## config.mk

```make
export PLATFORM = sky130hd
export DESIGN_NAME = instr_prefetch
export DESIGN_NICKNAME = d
export VERILOG_FILES = /design/src/rtl/cpu_consts.sv /design/src/rtl/ipf_fifo.sv /design/src/rtl/instr_prefetch.sv
export SDC_FILE = /design/constraint.sdc
export NUM_CORES = 1
export LEC_CHECK = 0
export BUFFER_PORTS_ARGS = -buffer_cell sky130_fd_sc_hd__buf_4
export CAP_MARGIN = 25
export CORE_ASPECT_RATIO = 1.5
export CORE_UTILIZATION = 62
export DETAILED_ROUTE_END_ITERATION = 8
export HOLD_SLACK_MARGIN = 0.06
export PLACE_DENSITY_LB_ADDON = 0.2
export SYNTH_ARGS = -nofsm -noshare
export SYNTH_HDL_FRONTEND = slang
export SYNTH_HIERARCHICAL = 1
export SYNTH_SLANG_ARGS = --single-unit
```

## constraint.sdc

```tcl
create_clock -name clk -period 7.5 [get_ports clk]
set_clock_uncertainty 0.05 [all_clocks]
set_input_delay 0.75 -clock clk [delete_from_list [all_inputs] [get_ports clk]]
set_output_delay 0.75 -clock clk [all_outputs]
set_load 0.005 [all_outputs]
```

## src/rtl/cpu_consts.sv

```systemverilog
// Shared core constants and types for the instruction fetch path.
package cpu_consts;

  localparam int XLEN    = 64;
  localparam int INSTR_W = 32;

  typedef logic [XLEN-1:0]    addr_t;
  typedef logic [INSTR_W-1:0] instr_t;

  localparam instr_t NOP_INSTR = 32'h0000_0013;

  // Sequential instruction address; wraps modulo 2^XLEN.
  function automatic addr_t next_pc(input addr_t pc);
    return pc + addr_t'(4);
  endfunction

endpackage

```

## src/rtl/ipf_fifo.sv

```systemverilog
// Circular instruction buffer, DEPTH x 32, with combinational head read and flush.
module ipf_fifo
  import cpu_consts::*;
#(
  parameter int DEPTH = 4
) (
  input  logic                   clk,
  input  logic                   reset,
  input  logic                   push_i,
  input  instr_t                 wdata_i,
  input  logic                   pop_i,
  input  logic                   flush_i,
  output instr_t                 rdata_o,
  output logic [$clog2(DEPTH):0] count_o
);

  localparam int PW = $clog2(DEPTH);

  instr_t          mem_q [DEPTH];
  logic [PW-1:0]   wr_ptr_q, wr_ptr_d;
  logic [PW-1:0]   rd_ptr_q, rd_ptr_d;
  logic [PW:0]     count_q, count_d;

  always_comb begin
    wr_ptr_d = wr_ptr_q;
    rd_ptr_d = rd_ptr_q;
    count_d  = count_q;
    if (flush_i) begin
      wr_ptr_d = '0;
      rd_ptr_d = '0;
      count_d  = '0;
    end else begin
      // Power-of-two depth: pointers wrap at DEPTH by natural overflow.
      if (push_i) wr_ptr_d = wr_ptr_q + 1'b1;
      if (pop_i)  rd_ptr_d = rd_ptr_q + 1'b1;
      unique case ({push_i, pop_i})
        2'b10:   count_d = count_q + (PW+1)'(1);
        2'b01:   count_d = count_q - (PW+1)'(1);
        default: count_d = count_q;
      endcase
    end
  end

  always_ff @(posedge clk) begin
    if (reset) begin
      wr_ptr_q <= '0;
      rd_ptr_q <= '0;
      count_q  <= '0;
    end else begin
      wr_ptr_q <= wr_ptr_d;
      rd_ptr_q <= rd_ptr_d;
      count_q  <= count_d;
    end
  end

  always_ff @(posedge clk) begin
    if (push_i && !flush_i) mem_q[wr_ptr_q] <= wdata_i;
  end

  assign rdata_o = mem_q[rd_ptr_q];
  assign count_o = count_q;

endmodule

```

## src/rtl/instr_prefetch.sv

```systemverilog
// Sequential instruction prefetch queue with redirect flush and in-flight drop.
// Define IPF_BYPASS_EN to forward a response straight to the core when the queue is empty.
module instr_prefetch
  import cpu_consts::*;
#(
  parameter logic [63:0] RESET_PC        = 64'h0000_0000,
  parameter int          DEPTH           = 4,
  parameter int          MAX_OUTSTANDING = 2
) (
  input  logic               clk,
  input  logic               reset,
  input  logic               cpu_req_i,
  input  logic [XLEN-1:0]    cpu_addr_i,
  output logic [INSTR_W-1:0] cpu_instr_o,
  output logic               cpu_instr_valid_o,
  output logic               mem_req_o,
  output logic [XLEN-1:0]    mem_addr_o,
  input  logic               mem_gnt_i,
  input  logic               mem_rvalid_i,
  input  logic [INSTR_W-1:0] mem_rdata_i
);

  localparam int CW = $clog2(DEPTH) + 1;
  localparam int OW = $clog2(MAX_OUTSTANDING + 1);

  addr_t         head_addr_q, head_addr_d;
  addr_t         fetch_addr_q, fetch_addr_d;
  logic [OW-1:0] outst_q, outst_d;
  logic [OW-1:0] drop_q, drop_d;

  logic [CW-1:0] count;
  logic [CW:0]   occupancy;
  instr_t        head_instr;
  logic          addr_match, hit, redirect, bypass;
  logic          grant, resp, discard, push;

  // Responses with nothing outstanding are spurious and ignored.
  assign resp       = mem_rvalid_i & (outst_q != '0);
  assign addr_match = (cpu_addr_i == head_addr_q);
  assign hit        = cpu_req_i & (count != '0) & addr_match;
  assign redirect   = cpu_req_i & ~addr_match;

`ifdef IPF_BYPASS_EN
  assign bypass = cpu_req_i & addr_match & (count == '0) & (drop_q == '0) & resp;
`else
  assign bypass = 1'b0;
`endif

  // Queue slots plus in-flight requests never exceed DEPTH, so a push never meets a full queue.
  assign occupancy = (CW+1)'(count) + (CW+1)'(outst_q);
  assign mem_req_o = (occupancy < (CW+1)'(DEPTH)) & (outst_q < OW'(MAX_OUTSTANDING));
  assign mem_addr_o = fetch_addr_q;

  assign grant   = mem_req_o & mem_gnt_i;
  assign discard = resp & (drop_q != '0);
  assign push    = resp & ~discard & ~bypass & ~redirect;

  always_comb begin
    outst_d      = outst_q + OW'(grant) - OW'(resp);
    drop_d       = drop_q;
    head_addr_d  = head_addr_q;
    fetch_addr_d = fetch_addr_q;
    if (redirect) begin
      // Everything still in flight after this edge belongs to the old stream.
      drop_d       = outst_d;
      head_addr_d  = cpu_addr_i;
      fetch_addr_d = cpu_addr_i;
    end else begin
      if (discard)      drop_d       = drop_q - OW'(1);
      if (hit | bypass) head_addr_d  = next_pc(head_addr_q);
      if (grant)        fetch_addr_d = next_pc(fetch_addr_q);
    end
  end

  always_ff @(posedge clk) begin
    if (reset) begin
      head_addr_q  <= RESET_PC;
      fetch_addr_q <= RESET_PC;
      outst_q      <= '0;
      drop_q       <= '0;
    end else begin
      head_addr_q  <= head_addr_d;
      fetch_addr_q <= fetch_addr_d;
      outst_q      <= outst_d;
      drop_q       <= drop_d;
    end
  end

  always_comb begin
    cpu_instr_valid_o = hit | bypass;
    cpu_instr_o       = NOP_INSTR;
    if (bypass)   cpu_instr_o = mem_rdata_i;
    else if (hit) cpu_instr_o = head_instr;
  end

  ipf_fifo #(
    .DEPTH(DEPTH)
  ) u_fifo (
    .clk    (clk),
    .reset  (reset),
    .push_i (push),
    .wdata_i(mem_rdata_i),
    .pop_i  (hit),
    .flush_i(redirect),
    .rdata_o(head_instr),
    .count_o(count)
  );

endmodule

```

### Word level (Yosys, flattened, before mapping)

Memory sizes are Yosys's and may differ from the RTL's. A register that Yosys moved wholly into a read port is not among the register bits.
Index checks and enable logic that the tools add are counted.

| storage, ports and cells | value |
|---|---|
| register bits | 139 |
| latch bits | 0 |
| memory bits (writable) | 128 |
| bits in read-only memories | 0 |
| input bits | 101 |
| memories | 1 |

Memory list:

| name | depth | bits a word | rd ports | clocked after memory_dff | wr ports | line | source |
|---|---|---|---|---|---|---|---|
| u_fifo.mem_q | 4 | 32 | 1 | 1 | 1 | ipf_fifo.sv:19 | `instr_t mem_q [DEPTH];` |

| operators by class | value |
|---|---|
| add/subtract/negate cells | 10 |
| multipliers | 0 |
| divide/modulo/power cells | 0 |
| $lt $le $gt $ge | 2 |
| equal/unequal tests | 3 |
| shifts and indexed selects | 0 |
| muxes and demuxes | 12 |
| bitwise operators | 12 |
| reduce and logical (&&, ||, !) cells | 10 |

Operators by type and width:

| kind | count |
|---|---|
| 64-bit two-way mux | 4 |
| 64-bit by 3-bit adder with 64-bit output (second input constant) | 2 |
| 64-bit == test | 1 |
| 32-bit two-way mux | 1 |
| 2-bit nonzero test | 6 |
| 1-bit bitwise AND | 9 |
| 2-bit two-way mux | 4 |
| 3-bit one-hot mux with 2 select lines | 1 |
| 2-bit by 1-bit adder with 2-bit output (second input constant) | 2 |
| 3-bit by 2-bit adder with 4-bit output | 1 |
| 4-bit by 3-bit < comparator with 1-bit output (second input constant) | 1 |
| 3-bit by 1-bit adder with 3-bit output (second input constant) | 1 |
| 1-bit NOT | 3 |
| 3-bit nonzero test | 1 |
| 3-bit by 1-bit subtractor with 3-bit output (second input constant) | 1 |
| 2-bit by 1-bit adder with 2-bit output | 1 |
| 2-bit by 1-bit == test with 1-bit output (second input constant) | 1 |
| 2-bit == test (second input constant) | 1 |
| 2-bit < comparator (second input constant) | 1 |
| 1-bit two-way mux | 2 |
| 2-bit OR reduction | 1 |
| 2-bit by 1-bit subtractor with 2-bit output | 1 |
| 2-bit by 1-bit subtractor with 2-bit output (second input constant) | 1 |
| 1-bit logical AND | 1 |
| 1-bit logical NOT | 1 |

### Depth between registers and ports, before layout

| depth | value |
|---|---|
| depth in word-level cells | 9 |
| mapped depth | 16 |

### Hierarchy

Netlist, hierarchy kept.

Modules (own cells, without submodules):

| module | times used | cells each | area an instance (µm²) |
|---|---|---|---|
| instr_prefetch | 1 | 1,088 | 8,544.4 |
| ipf_fifo | 1 | 214 | 5,091.1 |

### Least setup slack after synthesis

OpenSTA, ideal clock, no wires.

| path | value |
|---|---|
| kind | input to register |
| start point | input port cpu_addr_i[44] |
| end point | memory u_fifo/mem_q[0][0] (netlist name), enable pin |
| setup time | 0.392 ns |
| arrival | 3.307 ns |
| required time | 7.058 ns |
| slack | 3.751 ns |
| cell stages on the path | 11 |
| path buffers | 2 |
| cells stage by stage | xnor2_1 > nand4_1 > nor4_1 > nand4_1 > nand2_1 > buf_2 > buf_6 > and3_1 > inv_1 > nor2_1 > and2_1 |

| between the ends | value |
|---|---|
| word-level cells in the longest chain between the ends | 8 |

RTL lines:

| what | line | source |
|---|---|---|
| from (decl) | instr_prefetch.sv:13 | `input logic [XLEN-1:0] cpu_addr_i,` |
| 64-bit == test | instr_prefetch.sv:39 | `assign addr_match = (cpu_addr_i == head_addr_q);` |
| 1-bit NOT | instr_prefetch.sv:41 | `assign redirect = cpu_req_i & ~addr_match;` |
| 1-bit bitwise AND | instr_prefetch.sv:41 |  |
| 1-bit NOT | instr_prefetch.sv:56 | `assign push = resp & ~discard & ~bypass & ~redirect;` |
| 1-bit bitwise AND | instr_prefetch.sv:56 |  |
| via push | instr_prefetch.sv:35 | `logic grant, resp, discard, push;` |
| 1-bit logical AND | ipf_fifo.sv:57 | `if (push_i && !flush_i) mem_q[wr_ptr_q] <= wdata_i;` |
| 1-bit two-way mux | ipf_fifo.sv:57 |  |
| 1-bit two-way mux (implied by the code) | ipf_fifo.sv:57 |  |
| to (decl) | ipf_fifo.sv:19 |  |

The timed path passes the listed nets, and every way through them passes these cells.

### Worst setup path after layout

| path | value |
|---|---|
| start point | register head_addr_q[44] |
| end point | output port cpu_instr_o[31] |

| between the ends | value |
|---|---|
| word-level cells in the longest chain between the ends | 3 |

RTL lines:

| what | line | source |
|---|---|---|
| from (decl) | instr_prefetch.sv:26 | `addr_t head_addr_q, head_addr_d;` |
| from (signal assigned) | instr_prefetch.sv:82 | `head_addr_q <= head_addr_d;` |
| 64-bit == test | instr_prefetch.sv:39 |  |
| 1-bit bitwise AND | instr_prefetch.sv:40 | `assign hit = cpu_req_i & (count != '0) & addr_match;` |
| 32-bit two-way mux | instr_prefetch.sv:93 | `else if (hit) cpu_instr_o = head_instr;` |
| to (decl) | instr_prefetch.sv:14 | `output logic [INSTR_W-1:0] cpu_instr_o,` |

Every way passes these cells.

==> impl_results.md <==
* GRT busiest layer: met2
* IO Count at approximately 200
* Layout area overhead at 17.3%
* GR Util met2 at 59.9%
* DR DRC count at 0
* Max Cap Viol at 0
* Slew Viols, Final at 0
* Top-area cell type share of the netlist area at 28.2%
* Number of global-route vias before repair at ~11000
* WP data required at 6.70 ns
* Comb power frac at 10.9%
* GRT met3 Usage at between 5 and 6%
* Global-route wire length before repair at around 60000 um
* Initial antenna violation count at 0
* Largest net degree at the start of global routing at 104
* Max Root-Sink Buffers at 3
* Nets at 1574
* DIE AREA at 0.0226 mm2
* Row cnt at 66
* Final hold vios at 0
* FMAX at around 230 MHz
* Post-Route Utilization at 73.9%
* Unrepaired setup endpoints after global routing: false
* Syn_area_per_cell at 10.5 um2
* Grt ovf at 0
* Status: complete, no violations
* Kind of critical path: register to output port
* CTS Buf Count at 27
* Die H at 184 um
* Met1 Use GR at 36.3%
* Area leader, netlist: edfxtp_1
* Detail Placement HPWL at 26500 um
* Most frequent cell after synthesis: dfxtp_1
* Type of the most critical hold path: primary input to register
* Antenna Cells at 0
* DR iter-0 viols at around 740
* Sequential area share after synthesis at between 40% and 50%
* Mapped Area at 0.0136 mm2
* Die Width at approximately 120 um
* Yosys warnings at 6
* Sw Share at 24.9%
* CP max FO at 24
* CP Launch Type: register
* Avg WL per Cell at 21.8 um
* Placed cell count at 1704
* Clock Latency Late Sink at roughly 0.55 ns
* Minimum clock period at between 4 and 5 ns
* # resized after CTS at 0
* Seq cells post-synth at roughly 270
* Post-CTS setup buffers at 0
* Gr usage total at 34.2%
* Root Driver: clkbuf_16
* Gate Count Post-Synth at 1302
* Routed vias/inst at around 6.3
* Pint at 0.00258 W
* Psw at 0.000857 W
* Worst Tran Pin Value at 1.10 ns
* Synthesized Nets at roughly 1400
* Layout cell share with drive strength beyond 1 at a little over a fifth
* Post-synth top cells: dfxtp_1, nor2_1, edfxtp_1
* CTS sink count at 269
* PD cells at about 210 mW/mm2
* GP Congestion at ~0.96
* First-pass DRT Iterations at 6
* Yosys cell types at just under 80
* Async set-reset flop share out of synthesis at 0%
* Final worst-path cycle share at roughly 57%
* Static Leak at about 5.5 nW
* Critical Path AT at 3.46 ns
* Vias after detailed routing at 11100
* Initial core utilization at 63.0%
* Rel. slew slack at between 20 and 30%
* Reg power frac at 48.7%
* Post-CTS Hold Buffers at 0
* Final WL at 38300 um
* Final Setup Violations at 0
* Largest cells by area after synthesis: edfxtp_1, dfxtp_1, xnor2_1, mux4_2, nor2_1
* Critical Path End Type: output port
* Max IR drop VDD at 0.208 mV
* ANT nets after route at 0
* Clock H-tree levels at 1
* Count of input and output buffers at 198
* CTS tree: built
* Clock power share at 40.4%
* Worst-path clk slew at 0.06 ns
* Primary FF master, synth: dfxtp_1
* Non-filler instance count after layout at about 1800
* EDFF count, synth at 128
* Core ar. at roughly 0.022 mm2
* Setup_tns at 0 ns
-- cell type report --
cell class | count | area (um2)
Inverter | 34 | 128
Timing Repair Buffer | 212 | 1590
Clock buffer | 29 | 683
Clock inverter | 21 | 224
Sequential cell | 269 | 6670
Fill cell | 1597 | 5650
Tap cell | 272 | 340
Multi-Input combinational cell | 917 | 6350
-- cells in the final DEF, fill, tap and decap left out, types with 33 or more instances in the layout --
| cell type | instances |
|---|---|
| and3_1 | 34 |
| edfxtp_1 | 128 |
| nand3_1 | 65 |
| dfxtp_1 | 140 |
| nor2_1 | 129 |
| a21oi_1 | 52 |
| xor2_1 | 34 |
| and2_1 | 41 |
| buf_4 | 212 |
| nand2_1 | 80 |
| inv_1 | 33 |
| nand4_1 | 48 |
| xnor2_1 | 105 |
| a211oi_1 | 57 |
-- logic make-up after synthesis --
| group | count (synthesis) | share of synthesized area, % |
|---|---|---|
| adder cells (fa/ha/maj) | 12 | 1.16 |
| multiplexers | 41 | 6.00 |
| AND/OR/NAND/NOR | 511 | 19.7 |
| XOR/XNOR | 139 | 8.93 |
| buffers and inverters | 116 | 4.62 |
| flip-flops | 269 | 48.9 |
| AO/OA/AOI/OAI | 214 | 10.7 |
-- metal layers --
| layer | part of all wire (%) | routed length [um] | vias up |
|---|---|---|---|
| met5 | 0 | 0 | - |
| met4 | 7.9 | 3020 | 0 |
| met3 | 6.7 | 2560 | 141 |
| met2 | 51 | 19400 | 496 |
| met1 | 35 | 13200 | 5354 |
| li1 | - | - | 5134 |
-- flip-flops by register name, indices dropped and copies added (netlist names), named ones only --
name and flops:
drop_q 2, head_addr_q 64, mem_addr_o 64, outst_q 2
u_fifo/count_o 3, u_fifo/mem_q 128, u_fifo/rd_ptr_q 2, u_fifo/wr_ptr_q 2
-- final timing paths --
check	cells past startpoint	startpoint	slack, ns	to
setup / recovery	9	head_addr_q[44]$_SDFFE_PP0P_	3.24	cpu_instr_o[31]
hold / removal	1	mem_rdata_i[31]	0.36	u_fifo/mem_q[1][31]$_DFFE_PP_
setup reg to reg	11	head_addr_q[44]$_SDFFE_PP0P_	3.66	u_fifo/mem_q[1][21]$_DFFE_PP_
hold reg to reg	2	mem_addr_o[0]$_SDFFE_PP0P_	0.41	mem_addr_o[0]$_SDFFE_PP0P_
-- stage by stage --
stage / hold slack [ns] / worst slack, ns / area (um2) / power (W)
2_1_floorplan: 0.399 / 3.75 / 13600 / 0.00190
3_3_place_gp: 0.399 / 3.32 / 15100 / 0.00206
3_5_place_dp: 0.404 / 3.23 / 15100 / 0.00207
4_1_cts: 0.344 / 3.23 / 16000 / 0.00345
5_1_grt: 0.344 / 2.98 / 16000 / 0.00355
6_report: 0.356 / 3.24 / 16000 / 0.00344
-- power groups by stage --
stage	Clock, W	Sequential [W]	Combinational, W
after floorplan	0	0.00168	0.000219
after global placement	0	0.00170	0.000362
after detailed placement	0	0.00170	0.000368
after CTS	0.00140	0.00167	0.000373
after global routing	0.00146	0.00168	0.000406
final	0.00139	0.00167	0.000374
-- critical path, stage by stage (launching register included) --
cell     delay [ns]
dfxtp_1        0.38
xnor2_1        0.37
nand4_1        0.14
nor4_1         0.28
nand4_1        0.15
buf_4          0.25
nor2_2         0.69
buf_4          0.35
and2_1         0.17
buf_4          0.11
Note: power is estimated with default switching activity, not from simulation.
